$ cat src/rtl/conv_tile_sequencer.sv
// Address/strobe sequencer for the tiled convolution engine: walks a TILE_R x TILE_C
// output tile over a K x K kernel, then optionally drains the accumulators to the output buffer.
module conv_tile_sequencer #(
  parameter int TILE_R   = 8,
  parameter int TILE_C   = 8,
  parameter int K        = 3,
  parameter int STRIDE   = 1,
  parameter int PIPE_DLY = 2,
  parameter int AI_W     = 13,
  parameter int AW_W     = 10,
  parameter int AF_W     = 12
) (
  input  logic            clk,
  input  logic            reset,
  input  logic            start,
  input  logic            init,
  input  logic            finish,
  input  logic            stall,
  output logic [AI_W-1:0] addr_i,
  output logic [AW_W-1:0] addr_w,
  output logic [AF_W-1:0] rd_addr_f,
  output logic            issue_vld,
  output logic [AF_W-1:0] wr_addr_f,
  output logic [3:0]      we_f,
  output logic            select,
  output logic [AF_W-1:0] wr_addr_out,
  output logic [3:0]      we_out,
  output logic            done
);
  localparam int IN_C = (TILE_C-1)*STRIDE + K;
  localparam int TRW  = (TILE_R > 1) ? $clog2(TILE_R) : 1;
  localparam int TCW  = (TILE_C > 1) ? $clog2(TILE_C) : 1;
  localparam int KW   = (K > 1) ? $clog2(K) : 1;

  typedef enum logic [1:0] {IDLE, ACCUM, DRAIN, DONE} state_t;
  state_t state;

  logic [TRW-1:0] tr;
  logic [TCW-1:0] tc;
  logic [KW-1:0]  ki, kj;

  // stage 0 is the issue register; we_f comes out of stage PIPE_DLY, we_out one later
  logic [AF_W-1:0]      addr_pipe [PIPE_DLY+1:0];
  logic [PIPE_DLY:0]    vld_pipe;
  logic [PIPE_DLY:0]    sel_pipe;
  logic [PIPE_DLY+1:0]  drn_pipe;

  logic tc_last, tr_last, kj_last, ki_last, tile_last, accum_last, issuing, run_last;
  logic in_flight;
  logic [AI_W-1:0] ai_c;
  logic [AW_W-1:0] aw_c;
  logic [AF_W-1:0] af_c;

  assign tc_last    = (tc == TCW'(TILE_C-1));
  assign tr_last    = (tr == TRW'(TILE_R-1));
  assign kj_last    = (kj == KW'(K-1));
  assign ki_last    = (ki == KW'(K-1));
  assign tile_last  = tc_last && tr_last;
  assign accum_last = tile_last && kj_last && ki_last;
  assign issuing    = ((state == ACCUM) || (state == DRAIN)) && !stall;
  assign run_last   = (state == ACCUM) ? accum_last : tile_last;

  assign ai_c = AI_W'(4*(IN_C*(int'(tr)*STRIDE + int'(ki)) + int'(tc)*STRIDE + int'(kj)));
  assign aw_c = AW_W'(4*(K*int'(ki) + int'(kj)));
  assign af_c = AF_W'(4*(TILE_C*int'(tr) + int'(tc)));

  // strobes that will still surface on we_f/we_out after this cycle
  assign in_flight = (|vld_pipe[PIPE_DLY-1:0]) || (|drn_pipe[PIPE_DLY:0]);

  always_ff @(posedge clk) begin
    if (reset) begin
      state    <= IDLE;
      tr       <= '0;
      tc       <= '0;
      ki       <= '0;
      kj       <= '0;
      addr_i   <= '0;
      addr_w   <= '0;
      vld_pipe <= '0;
      sel_pipe <= '0;
      drn_pipe <= '0;
      done     <= 1'b0;
      for (int s = 0; s <= PIPE_DLY+1; s++) addr_pipe[s] <= '0;
    end else begin
      for (int s = 1; s <= PIPE_DLY+1; s++) addr_pipe[s] <= addr_pipe[s-1];
      vld_pipe[PIPE_DLY:1]   <= vld_pipe[PIPE_DLY-1:0];
      sel_pipe[PIPE_DLY:1]   <= sel_pipe[PIPE_DLY-1:0];
      drn_pipe[PIPE_DLY+1:1] <= drn_pipe[PIPE_DLY:0];
      vld_pipe[0] <= 1'b0;
      sel_pipe[0] <= 1'b0;
      drn_pipe[0] <= 1'b0;

      case (state)
        IDLE:  if (start) state <= ACCUM;
        ACCUM: if (!stall) begin
          vld_pipe[0]  <= 1'b1;
          sel_pipe[0]  <= init && (ki == '0) && (kj == '0);
          addr_i       <= ai_c;
          addr_w       <= aw_c;
          addr_pipe[0] <= af_c;
          if (accum_last) state <= finish ? DRAIN : DONE;
        end
        DRAIN: begin
          addr_i <= '0;
          addr_w <= '0;
          if (!stall) begin
            drn_pipe[0]  <= 1'b1;
            addr_pipe[0] <= af_c;
            if (tile_last) state <= DONE;
          end
        end
        DONE:  if (!start && done) state <= IDLE;
        default: state <= IDLE;
      endcase

      if (issuing) begin
        if (tc_last) begin
          tc <= '0;
          if (tr_last) begin
            tr <= '0;
            if (kj_last) begin
              kj <= '0;
              ki <= ki + 1'b1;
            end else kj <= kj + 1'b1;
          end else tr <= tr + 1'b1;
        end else tc <= tc + 1'b1;
        if (run_last) begin
          tr <= '0;
          tc <= '0;
          ki <= '0;
          kj <= '0;
        end
      end

      done <= (state == DONE) && !(done && !start) && !in_flight;
    end
  end

  assign rd_addr_f   = addr_pipe[0];
  assign issue_vld   = vld_pipe[0] || drn_pipe[0];
  assign wr_addr_f   = addr_pipe[PIPE_DLY];
  assign we_f        = {4{vld_pipe[PIPE_DLY]}};
  assign select      = sel_pipe[PIPE_DLY];
  assign wr_addr_out = addr_pipe[PIPE_DLY+1];
  assign we_out      = {4{drn_pipe[PIPE_DLY+1]}};
endmodule

$ cat config.mk
export PLATFORM = sky130hd
export DESIGN_NAME = conv_tile_sequencer
export DESIGN_NICKNAME = d
export VERILOG_FILES = /design/src/rtl/conv_tile_sequencer.sv
export SDC_FILE = /design/constraint.sdc
export NUM_CORES = 1
export LEC_CHECK = 0
export BUFFER_PORTS_ARGS = -buffer_cell sky130_fd_sc_hd__buf_4
export CAP_MARGIN = 25
export CORE_UTILIZATION = 40
export CTS_BUF_LIST = sky130_fd_sc_hd__clkbuf_8 sky130_fd_sc_hd__clkbuf_16
export CTS_CLUSTER_DIAMETER = 120
export DETAILED_ROUTE_END_ITERATION = 12
export PLACE_DENSITY_LB_ADDON = 0.25
export SLEW_MARGIN = 10
export SYNTH_ARGS = -nofsm -noshare
export SYNTH_HDL_FRONTEND = slang
export SYNTH_SLANG_ARGS = --single-unit
$ cat constraint.sdc
create_clock -name clk -period 6.3 [get_ports clk]
set_input_delay 0.63 -clock clk [delete_from_list [all_inputs] [get_ports clk]]
set_output_delay 0.63 -clock clk [all_outputs]
set_load 0.02 [all_outputs]
==> flow_metrics.env <==
export IMPL_via_per_inst=4.84
export IMPL_dp_cells=487
export IMPL_core_um2=8340
export IMPL_clockPowerShare=0.330
export IMPL_h_tree_depth=3
export IMPL_setup_violations=0
export IMPL_synth_seq_cells=84
export IMPL_post_dp_hpwl_um=4520
export IMPL_maxCapViolations=0
export IMPL_slowest_delay_ns=0.48
export IMPL_yosys_area_top_type="dfxtp_1"
export IMPL_worstReg2RegEnd="addr_i[10]"
export IMPL_yosysTopAreaCellShare=0.479
export IMPL_antenna_found_initial=0
export IMPL_cts_tree="done"
export IMPL_synth_area_top_cells="dfxtp_1 48%, ha_1 8.2%, nor2b_1 8.0%"
export IMPL_instances_no_fill=503
export IMPL_cts_sinks=84
export IMPL_combPwrFrac=0.154
export IMPL_detail_route_antenna_nets=0
export IMPL_tns_ns=0
export IMPL_path_cells="ha_1 > fa_1 > ha_1 > ha_1 > inv_1 > fa_1 > nor2b_1 > nor3b_1 > nand4_1 > a21oi_1"
export IMPL_cts_resized=0
export IMPL_reg2reg_depth=10
export IMPL_cts_hold_buf=0
export IMPL_vias=2436
export IMPL_dr_pass1_iters=4
export IMPL_timing_critical_path_to="addr_i[10]"
export IMPL_finalNetCount=428
export IMPL_root_buffer="clkbuf_8"
export IMPL_die_h_um=95.6
export IMPL_period_minus_slack_ns=3.14
export IMPL_drt_iter0_drc=97
export IMPL_slew_headroom=0.505
export IMPL_final_cell_mix="84 x dfxtp_1, 66 x buf_4, 45 x nor2b_1"
export IMPL_drive_above_1_share=0.231
export IMPL_maxSlewViolCount=0
export IMPL_crit_fanout=5
export IMPL_num_rows=33
export IMPL_critPathRequiredTime_ns=6.58
export IMPL_switching_share=0.300
export IMPL_path_common_cell="ha_1"
export IMPL_numCtsBuffers=9
export IMPL_initial_utilization=0.420
export IMPL_min_path_type="register to register"
export IMPL_leakagePower_nw=1.86
export IMPL_ys_types=51
export IMPL_cts_setup_buffers=0
export IMPL_n_antenna_cell=0
export IMPL_io_pins=76
export IMPL_r2r_start="ki[0]"
export IMPL_rsz0062_at_grt="false"
export IMPL_fin_crit_sh=0.498
export IMPL_fill_cells=803
export IMPL_drc=0
export IMPL_seq_power_share=0.516
export IMPL_vdd_drop_max_uv=121
export IMPL_holdWs_ns=0.440
export IMPL_avgSynthCellArea_um2=10.4
export IMPL_synth_seq_area_share=0.479
export IMPL_grt_overflow=0
export IMPL_hold_violations=0
export IMPL_tightest_slew_ns=0.743
export IMPL_max_freq_mhz=319
export IMPL_cellPowerDensity_nw_per_um2=260
export IMPL_die_x_um=95.6
export IMPL_startpoint="ki[0]"
export IMPL_skew_ns=0.00662
export IMPL_wl_um=6350
export IMPL_critPathSlowestCell="fa_1"
export IMPL_layout_commonest_cell="dfxtp_1"
export IMPL_ff2ff_setup_slack_ns=3.16
export IMPL_final_util=0.497
export IMPL_avgRoutedWirePerCell_um=12.6
export IMPL_grt_pass1_wl_um=10600
export IMPL_yosysWarnings=0
export IMPL_p_sw_w=0.000323
export IMPL_status="completed"
export IMPL_clock_path_buffers=2
export IMPL_synth_ff_type="dfxtp_1"
export IMPL_synth_edff_count=0
export IMPL_grt_use_total=0.152
export IMPL_syn_area_um2=3510
export IMPL_worst_endpoint_arrival_ns=3.42
export IMPL_grt_pass1_vias=2297
export IMPL_insertion_delay_ns=0.36
export IMPL_area_delta_synth_final_pct=18.1
export IMPL_crit_path_start_kind="register"
export IMPL_io_buffers=65
export IMPL_p_int_w=0.000754
export IMPL_critPathKind="register to register"
export IMPL_async_flop_share=0
export IMPL_cp_end_kind="register"
export IMPL_place_congestion=0.777
export IMPL_syn_instance_count=338
export IMPL_clkTransAtPathRegs_ns=0.09
export IMPL_dieArea_um2=9150
export IMPL_grt_max_degree=72
[cells by family (layout without fill, tap and decap cells)]
group	after synthesis	in the layout	synth area share
AND/OR/NAND/NOR	117	117	0.201
multiplexers	8	8	0.0250
AO/OA/AOI/OAI	44	44	0.0838
adder cells (fa/ha/maj)	29	29	0.116
other	1	10	0.00107
XOR/XNOR	6	6	0.0150
flip-flops	84	84	0.479
buffers and inverters	49	100	0.0785
[registers in the layout, indices dropped and copies added (netlist names)]
register,count
sel_pipe,3
addr_pipe,48
state,2
tr,3
ki,2
done,1
tc,3
addr_i,9
addr_w,4
drn_pipe,4
vld_pipe,3
kj,2
[area by class of cell]
class                   instances  area, um^2  share of cell area
inverters                      18        67.6              0.0163
clock buffers                   9         124              0.0299
well taps                     105         131              0.0317
flip-flops and latches         84        1680               0.406
repair buffers                 66         495               0.120
multi-input cells             214        1580               0.382
clock inverters                 7        58.8              0.0142
[per-layer routing]
layer | track usage | part of all wire | vias to the layer above
met1 | 0.183 | 0.47 | 1130
met5 | 0 | 0 | -
li1 | - | - | 1225
met2 | 0.245 | 0.45 | 74
met3 | 0.0566 | 0.064 | 7
met4 | 0.0622 | 0.014 | 0
[worst min-delay path by stage]
stage / startpoint / endpoint / depth (start not counted)
floorplan: addr_pipe[1][0] / addr_pipe[2][0] / 1
global placement: addr_pipe[1][8] / addr_pipe[2][8] / 1
detailed placement: addr_pipe[1][11] / addr_pipe[2][11] / 1
CTS: addr_pipe[1][8] / addr_pipe[2][8] / 1
global route: addr_pipe[1][0] / addr_pipe[2][0] / 1
finish: addr_pipe[1][11] / addr_pipe[2][11] / 1
[synth_stat cells (4+ instances only)]
| master | number |
|---|---|
| buf_2 | 4 |
| nand2_1 | 9 |
| nor2_1 | 21 |
| fa_1 | 6 |
| clkbuf_1 | 5 |
| buf_4 | 19 |
| a21o_1 | 4 |
| nor3b_1 | 8 |
| inv_1 | 18 |
| xor2_1 | 4 |
| nand2b_1 | 4 |
| a21oi_1 | 17 |
| nand4_1 | 4 |
| nor2b_1 | 45 |
| nand3_1 | 8 |
| o21ai_0 | 4 |
| dfxtp_1 | 84 |
| ha_1 | 23 |
| a22oi_1 | 6 |
[critical path, delay by kind of cell, from the launching register on]
| family | cells | cell delay [ns] |
|---|---|---|
| AO/OA/AOI/OAI | 1 | 0.17 |
| adder cells (fa/ha/maj) | 5 | 1.71 |
| buffers and inverters | 1 | 0.07 |
| flip-flops | 1 | 0.44 |
| AND/OR/NAND/NOR | 3 | 0.68 |
[per-stage QoR]
stage               total power, W  instance area [um^2]  setup slack [ns]
floorplan                 0.000699                  3540              3.46
global placement          0.000729                  3960              3.31
detailed placement        0.000734                  3960              3.23
CTS                        0.00109                  4140              3.19
global route               0.00114                  4140              2.84
finish                     0.00108                  4140              3.16
[power by group through the flow]
stage	clock (W)	sequential (W)	combinational (W)
global placement	0	0.000568	0.000161
CTS	0.000369	0.000556	0.000166
floorplan	0	0.000567	0.000132
detailed placement	0	0.000569	0.000165
finish	0.000355	0.000556	0.000166
global route	0.000391	0.000558	0.000186
(Power assumes the default switching activity.)
